**src/rtl/fifo_arb_salida_pkg.sv**
```systemverilog
// Shared defaults, reset values and operation encoding for the output-side
// FIFOs that sit behind the 4-way arbiter.
package fifo_arb_salida_pkg;

    localparam int DATA_WIDTH_DEF = 6;   // 2-bit dest + 4-bit payload
    localparam int ADDR_WIDTH_DEF = 2;
    localparam int DEPTH_DEF      = 1 << ADDR_WIDTH_DEF;

    // Reset values shared with the arbiter and the sibling FIFOs
    localparam logic RST_VALID = 1'b0;
    localparam logic RST_ERROR = 1'b0;

    // What happened this cycle, from the accepted push/pop pair
    typedef enum logic [1:0] {
        OP_IDLE = 2'b00,
        OP_POP  = 2'b01,
        OP_PUSH = 2'b10,
        OP_BOTH = 2'b11
    } fifo_op_t;

    function automatic fifo_op_t op_decode(input logic push_acc, input logic pop_acc);
        return fifo_op_t'({push_acc, pop_acc});
    endfunction

endpackage

```
**src/rtl/mem_fifo_2p.sv**
```systemverilog
// Dual-port register file: one write port, one synchronous read port.
// The array itself is never reset; only the read register is.
module mem_fifo_2p
    import fifo_arb_salida_pkg::*;
#(
    parameter int DATA_WIDTH = DATA_WIDTH_DEF,
    parameter int ADDR_WIDTH = ADDR_WIDTH_DEF
) (
    input  logic                  clk,
    input  logic                  reset_L,
    input  logic                  wr_en,
    input  logic [ADDR_WIDTH-1:0] wr_addr,
    input  logic [DATA_WIDTH-1:0] wr_data,
    input  logic                  rd_en,
    input  logic [ADDR_WIDTH-1:0] rd_addr,
    output logic [DATA_WIDTH-1:0] rd_data
);

    localparam int DEPTH = 1 << ADDR_WIDTH;

    logic [DATA_WIDTH-1:0] mem [DEPTH];

    // Write port; no reset so the array maps onto plain storage
    always_ff @(posedge clk) begin
        if (wr_en)
            mem[wr_addr] <= wr_data;
    end

    // Read register; holds its value when no read is issued. A same-cycle
    // write to the read address returns the old word (read-before-write).
    always_ff @(posedge clk or negedge reset_L) begin
        if (!reset_L)
            rd_data <= '0;
        else if (rd_en)
            rd_data <= mem[rd_addr];
    end

endmodule

```
**src/rtl/fifo_arb_salida.sv**
```systemverilog
// Output-side FIFO behind the arbiter: pointers, occupancy count,
// watermark flags and a sticky overflow/underflow error.
module fifo_arb_salida
    import fifo_arb_salida_pkg::*;
#(
    parameter int DATA_WIDTH = DATA_WIDTH_DEF,
    parameter int ADDR_WIDTH = ADDR_WIDTH_DEF
) (
    input  logic                  clk,
    input  logic                  reset_L,
    input  logic                  push,
    input  logic [DATA_WIDTH-1:0] data_in,
    input  logic                  pop,
    input  logic [ADDR_WIDTH:0]   umbral_alto,
    input  logic [ADDR_WIDTH:0]   umbral_bajo,
    output logic [DATA_WIDTH-1:0] data_out,
    output logic                  valid_out,
    output logic                  empty,
    output logic                  full,
    output logic                  almost_full,
    output logic                  almost_empty,
    output logic                  error
);

    localparam int                  DEPTH     = 1 << ADDR_WIDTH;
    localparam logic [ADDR_WIDTH:0] DEPTH_CNT = (ADDR_WIDTH+1)'(DEPTH);
    localparam logic [ADDR_WIDTH:0] CNT_ONE   = (ADDR_WIDTH+1)'(1);
    localparam logic [ADDR_WIDTH-1:0] PTR_ONE = ADDR_WIDTH'(1);

    logic [ADDR_WIDTH-1:0] wr_ptr, rd_ptr;
    logic [ADDR_WIDTH:0]   count;
    logic                  push_acc, pop_acc, err_evt;
    fifo_op_t              op;

    // Status flags straight from the registered count and live watermarks
    always_comb begin
        empty        = (count == '0);
        full         = (count == DEPTH_CNT);
        almost_full  = (count >= umbral_alto);
        almost_empty = (count <= umbral_bajo);
    end

    // Acceptance: a pop frees a slot for a same-cycle push when full;
    // there is no bypass when empty, so that pop is rejected.
    always_comb begin
        pop_acc  = pop && !empty;
        push_acc = push && (!full || pop_acc);
        err_evt  = (push && !push_acc) || (pop && !pop_acc);
        op       = op_decode(push_acc, pop_acc);
    end

    // Pointers and occupancy
    always_ff @(posedge clk or negedge reset_L) begin
        if (!reset_L) begin
            wr_ptr <= '0;
            rd_ptr <= '0;
            count  <= '0;
        end else begin
            if (push_acc) wr_ptr <= wr_ptr + PTR_ONE;
            if (pop_acc)  rd_ptr <= rd_ptr + PTR_ONE;
            case (op)
                OP_PUSH: count <= count + CNT_ONE;
                OP_POP:  count <= count - CNT_ONE;
                default: count <= count;
            endcase
        end
    end

    // valid_out marks a word popped on the previous edge; error is sticky
    always_ff @(posedge clk or negedge reset_L) begin
        if (!reset_L) begin
            valid_out <= RST_VALID;
            error     <= RST_ERROR;
        end else begin
            valid_out <= pop_acc;
            if (err_evt) error <= 1'b1;
        end
    end

    mem_fifo_2p #(
        .DATA_WIDTH (DATA_WIDTH),
        .ADDR_WIDTH (ADDR_WIDTH)
    ) u_mem (
        .clk     (clk),
        .reset_L (reset_L),
        .wr_en   (push_acc),
        .wr_addr (wr_ptr),
        .wr_data (data_in),
        .rd_en   (pop_acc),
        .rd_addr (rd_ptr),
        .rd_data (data_out)
    );

endmodule

```
**config.mk**
```make
export PLATFORM = sky130hd
export DESIGN_NAME = fifo_arb_salida
export DESIGN_NICKNAME = d
export VERILOG_FILES = /design/src/rtl/fifo_arb_salida_pkg.sv /design/src/rtl/mem_fifo_2p.sv /design/src/rtl/fifo_arb_salida.sv
export SDC_FILE = /design/constraint.sdc
export NUM_CORES = 1
export LEC_CHECK = 0
export CORE_MARGIN = 1
export CORE_UTILIZATION = 51
export DETAILED_ROUTE_END_ITERATION = 6
export PLACE_DENSITY_LB_ADDON = 0.25
export SYNTH_ARGS = -nofsm -noshare
export SYNTH_HDL_FRONTEND = slang
export SYNTH_SLANG_ARGS = --single-unit
export TNS_END_PERCENT = 1
```
**constraint.sdc**
```tcl
create_clock -name clk -period 2.8 [get_ports clk]
set_input_delay 0.42 -clock clk [delete_from_list [all_inputs] [get_ports clk]]
set_output_delay 0.42 -clock clk [all_outputs]
set_load 0.1 [all_outputs]
```
Word level (Yosys, flattened, before mapping)
Memory sizes are Yosys's and may differ from the RTL's. A register that Yosys moved wholly into a read port is not among the register bits.
Cells that the tools add are included.

storage, ports and cells
  latch bits = 0
  memory bits (writable) = 24
  memory bits (read-only) = 0
  bits of input ports = 16
  output and inout bits = 12
  memories = 1
  register bits = 9

operators by class
  bitwise operators = 0
  eq/ne operators = 3
  $lt $le $gt $ge = 2
  mux-type cells = 3
  multiply operators = 0
  shift-type cells = 0
  reductions and logical operators = 13
  $add $sub $neg = 4
  div/mod/pow operators = 0

memories
  name       words  bits a word  read ports  clocked after memory_dff  wr ports  line               RTL
  u_mem.mem  4      6            1           1                         1         mem_fifo_2p.sv:21  logic [DATA_WIDTH-1:0] mem [DEPTH];

operators by type and width
  operator               count
  $pmux W3 S2            1
  $logic_not A1 Y1       5
  $add A2 B1 Y2 const B  2
  $logic_and A1 B1 Y1    4
  $add A3 B1 Y3 const B  1
  $eq A3 B3 Y1 const B   1
  $ge A3 B3 Y1           1
  $le A3 B3 Y1           1
  $logic_not A3 Y1       1
  $sub A3 B1 Y3 const B  1
  $eq A2 B1 Y1 const B   1
  $eq A2 B2 Y1 const B   1
  $logic_or A1 B1 Y1     2
  $mux W1                2
  $reduce_bool A2 Y1     1

Logic depth before layout (Yosys ltp)
  depth after elaboration = 8
  mapped depth = 9

By module
A second synthesis with hierarchy kept.

unflattened totals
  cells, all modules = 136
  area, all modules = 1,846.8 um^2

by module, submodules not included
  module           sequential area each (um^2)  times used  cells each  area each (um^2)
  mem_fifo_2p      870.8                        1           62          1,132.3
  fifo_arb_salida  225.2                        1           74          714.4

Worst setup path before layout
OpenSTA, ideal clock, no wires.

  path type = input to output
  start point = in umbral_bajo[1]
  end point = out almost_empty
  path slack = -0.731 ns
  stages on the path = 5
  data required time = 2.380 ns
  path buffers = 0
  data arrival time = 3.111 ns
  path through = inv_1 ha_1 nor2b_1 o21a_1 o21ai_0

on the way
  cells in the longest elaborated chain, start to end = 1

ends and longest elaborated chain
  what             line                   RTL
  start, declared  fifo_arb_salida.sv:15  input logic [ADDR_WIDTH:0] umbral_bajo,
  $le A3 B3 Y1     fifo_arb_salida.sv:40  almost_empty = (count <= umbral_bajo);
  end, declared    fifo_arb_salida.sv:21  output logic almost_empty,

Every way passes these cells.

Final worst setup path
Ends and elaborated chain as after synthesis.

==> reports/summary.log <==
INFO  clock_network  path_clk_slew=110ps
INFO  synth          netlist.area_leader.share=41.83%
INFO  synth          number_of_enable_type_register_cells_in_the_synthesized_netlist=24
INFO  synth          share_of_the_yosys_chip_area_belonging_to_registers=63.62%
INFO  placed_design  place_congestion=0.7644
INFO  synth          syn-mean-instance-area=14.73squm
INFO  critical_path  cp-start-kind=primary input
INFO  job            timing.max_cap.violations=0
INFO  floorplan      ioPinCount=28
INFO  layout         drive_gt1_share=21.33%
INFO  sta            setup_viol=0
INFO  sta            timing.slew.headroom=54.22%
INFO  synth          ys_seq_elements=39
INFO  clock_network  clock_insertion_delay_worst_skew=350ps
INFO  sta            hold_viol=0
INFO  sta            maxClockFrequency=427.6MHz
INFO  synth          ys_warn_count=0
INFO  sta            clock_skew=12.95ps
INFO  synth          synth_cell_types=27
INFO  critical_path  arrival_time_at_the_worst_endpoint=1920ps
INFO  detailed_routing vias=987
INFO  hold_path      worst_hold_path_type=in -> async
INFO  sta            finalCriticalPeriod=2338ps
INFO  clock_network  postCtsResizedCells=0
INFO  detailed_routing detail_route.wirelength=2.746mm
INFO  placed_design  dp_cells=186
INFO  critical_path  cp_data_required_time=2380ps
INFO  detailed_routing antenna_violating_nets_post_route=0
INFO  floorplan      placement_rows=20
INFO  layout         mostFrequentLayoutCell=edfxtp_1
INFO  critical_path  reg2reg_slack=490ps
INFO  sta            worst_pin_slew=684.5ps
INFO  critical_path  critical_path.max_fanout=2
INFO  run_status     status=completed
INFO  sta            rsz0062_at_grt=no
INFO  clock_network  post_cts.repair.setup_buffers=0
INFO  global_routing grt_remaining_overflow=0
INFO  detailed_routing drt_pass1_iterations=4
INFO  global_routing globalRouteTotalUtil=17.79%
INFO  clock_network  ctsHoldBuffers=0
INFO  critical_path  reg2reg_from=count[1]
INFO  floorplan      core-area=3128squm
INFO  synth          post_synth_instance_area=1723squm
INFO  synth          syn_inst=117
INFO  clock_network  clock_tree.htree_level_count=2
INFO  floorplan      floorplan.initialDensity=55.08%
INFO  critical_path  endpoint_kind=primary output
INFO  layout         layout_area_growth_over_synthesis=20.99%
INFO  synth          share_of_flip_flops_with_an_asynchronous_set_or_reset_after_synthesis=38.46%
INFO  layout         finish.cell_count_without_fillers=194
INFO  placed_design  post-dp-hpwl=2.108mm
INFO  detailed_routing avgRoutedWirePerCell=14.15um
INFO  critical_path  r2r_cells=6
INFO  detailed_routing drc_errors=0
INFO  detailed_routing routed_via_density=5.088
INFO  layout         antenna-diode-count=0
INFO  critical_path  worst_path_class_setup=in -> out
INFO  layout         final_cell_mix=edfxtp_1 (24), nand2_1 (20), dfrtp_1 (15), clkdlybuf4s50_1 (15)
INFO  floorplan      die_height=60.12um
INFO  sta            final_critical_path_setup_slack=461.6ps
INFO  layout         final_net_count=177
INFO  sta            timing_max_transition_violations_final=0
INFO  critical_path  timing.rr.end=count[1]
INFO  detailed_routing initialDrtViolationCount=44
INFO  clock_network  cts_tree=yes
INFO  clock_network  clock-sinks=39
INFO  synth          synthDominantAreaCellType=edfxtp_1
INFO  clock_network  clock_tree.buffer_depth=2
INFO  placed_design  place.port_buffers=27
INFO  global_routing first_pass_grt_wire_length=4.305mm
INFO  synth          yosys-top-cells-area=edfxtp_1 (42%), dfrtp_1 (22%), ha_1 (8.0%)
INFO  clock_network  cts-root-buf=clkbuf_4
INFO  global_routing grt_start_max_net_pins=16
INFO  sta            timing.final.crit_share=83.51%
INFO  global_routing number_of_antenna_violations_at_the_first_check_in_global_routing=0
INFO  floorplan      design.die.area=3614squm
INFO  synth          synth_nets=145
INFO  placed_design  pre_cts_slack=301.8ps
INFO  floorplan      die_x=60.12um
INFO  clock_network  cts_buffers=5
INFO  global_routing grt_pass1_vias=899
INFO  synth          synth_flop_type=edfxtp_1
[registers in the layout (all words and copies together), names as in the netlist]
name and cells:
u_mem.mem 24, u_mem.rd_data 6, count 3, rd_ptr 2, wr_ptr 2, error 1, valid_out 1
[critical path: stages]
cell and delay (ps):
clkdlybuf4s50_1 450, inv_1 40, ha_1 300, nor2b_1 140
o21a_1 170, o21ai_1 200, buf_12 210
[through the flow]
step,cell area (sq um),TNS (ps),util [%],hold WS [ps]
global placement,2034,0,65.04,463.3
global route,2085,0,66.64,518.9
detailed placement,2034,0,65.04,471.1
finish,2085,0,66.64,475.3
floorplan,1723,-138.8,-,124.4
CTS,2085,0,66.64,477.0
[metal layers]
metal | global-route usage, % | routed length (um) | up-vias
met5 | 0 | 0 | -
met1 | 21.01 | 1171 | 478
met4 | 8.638 | 74 | 0
met2 | 27.94 | 1339 | 29
met3 | 7.359 | 160 | 9
li1 | - | - | 471
[cell usage after synthesis (all sizes together) (2+ instances only)]
library cell	count
dfrtp	15
mux4	6
ha	11
o21a	2
nand2	20
inv	12
buf	2
a21o	2
o21ai	2
and2	4
xnor2	4
xor2	2
edfxtp	24
[logic make-up (layout without fill, tap and decap cells)]
logic type                 count (synthesis)  in the layout  share of synthesized area, %
buffers and inverters                     14             47                         3.122
and+or+nand+nor                           30             30                         8.133
xor gates and xnor gates                   6              6                         3.050
AOI/OAI and AO/OA                          9              9                         4.211
adders and majority gates                 12             12                         9.150
muxes                                      7              7                         8.714
DFF                                       39             39                         63.62
[how the worst max path moves through the flow]
stage | depth (start not counted) | to | startpoint | slack, ps
6_report | 7 | almost_empty | umbral_bajo[1] | 460
3_5_place_dp | 9 | count[2] | pop | 300
2_1_floorplan | 1 | empty | count[1] | -140
5_1_grt | 6 | count[1] | count[1] | 330
3_3_place_gp | 9 | count[2] | pop | 420
4_1_cts | 7 | almost_empty | umbral_bajo[1] | 460
[layout make-up]
class | instances | area [sq um]
clock inverter | 1 | 5.005
inverter | 12 | 45.04
timing repair buffer | 27 | 265.3
clock buffer | 7 | 45.04
multi-input combinational | 64 | 573.1
tap | 44 | 55.05
fill | 243 | 1044
sequential | 39 | 1096
Power is left out: the tool's default activity adds up to more than one toggle a clock period on the data nets, which glitch-free logic cannot reach.
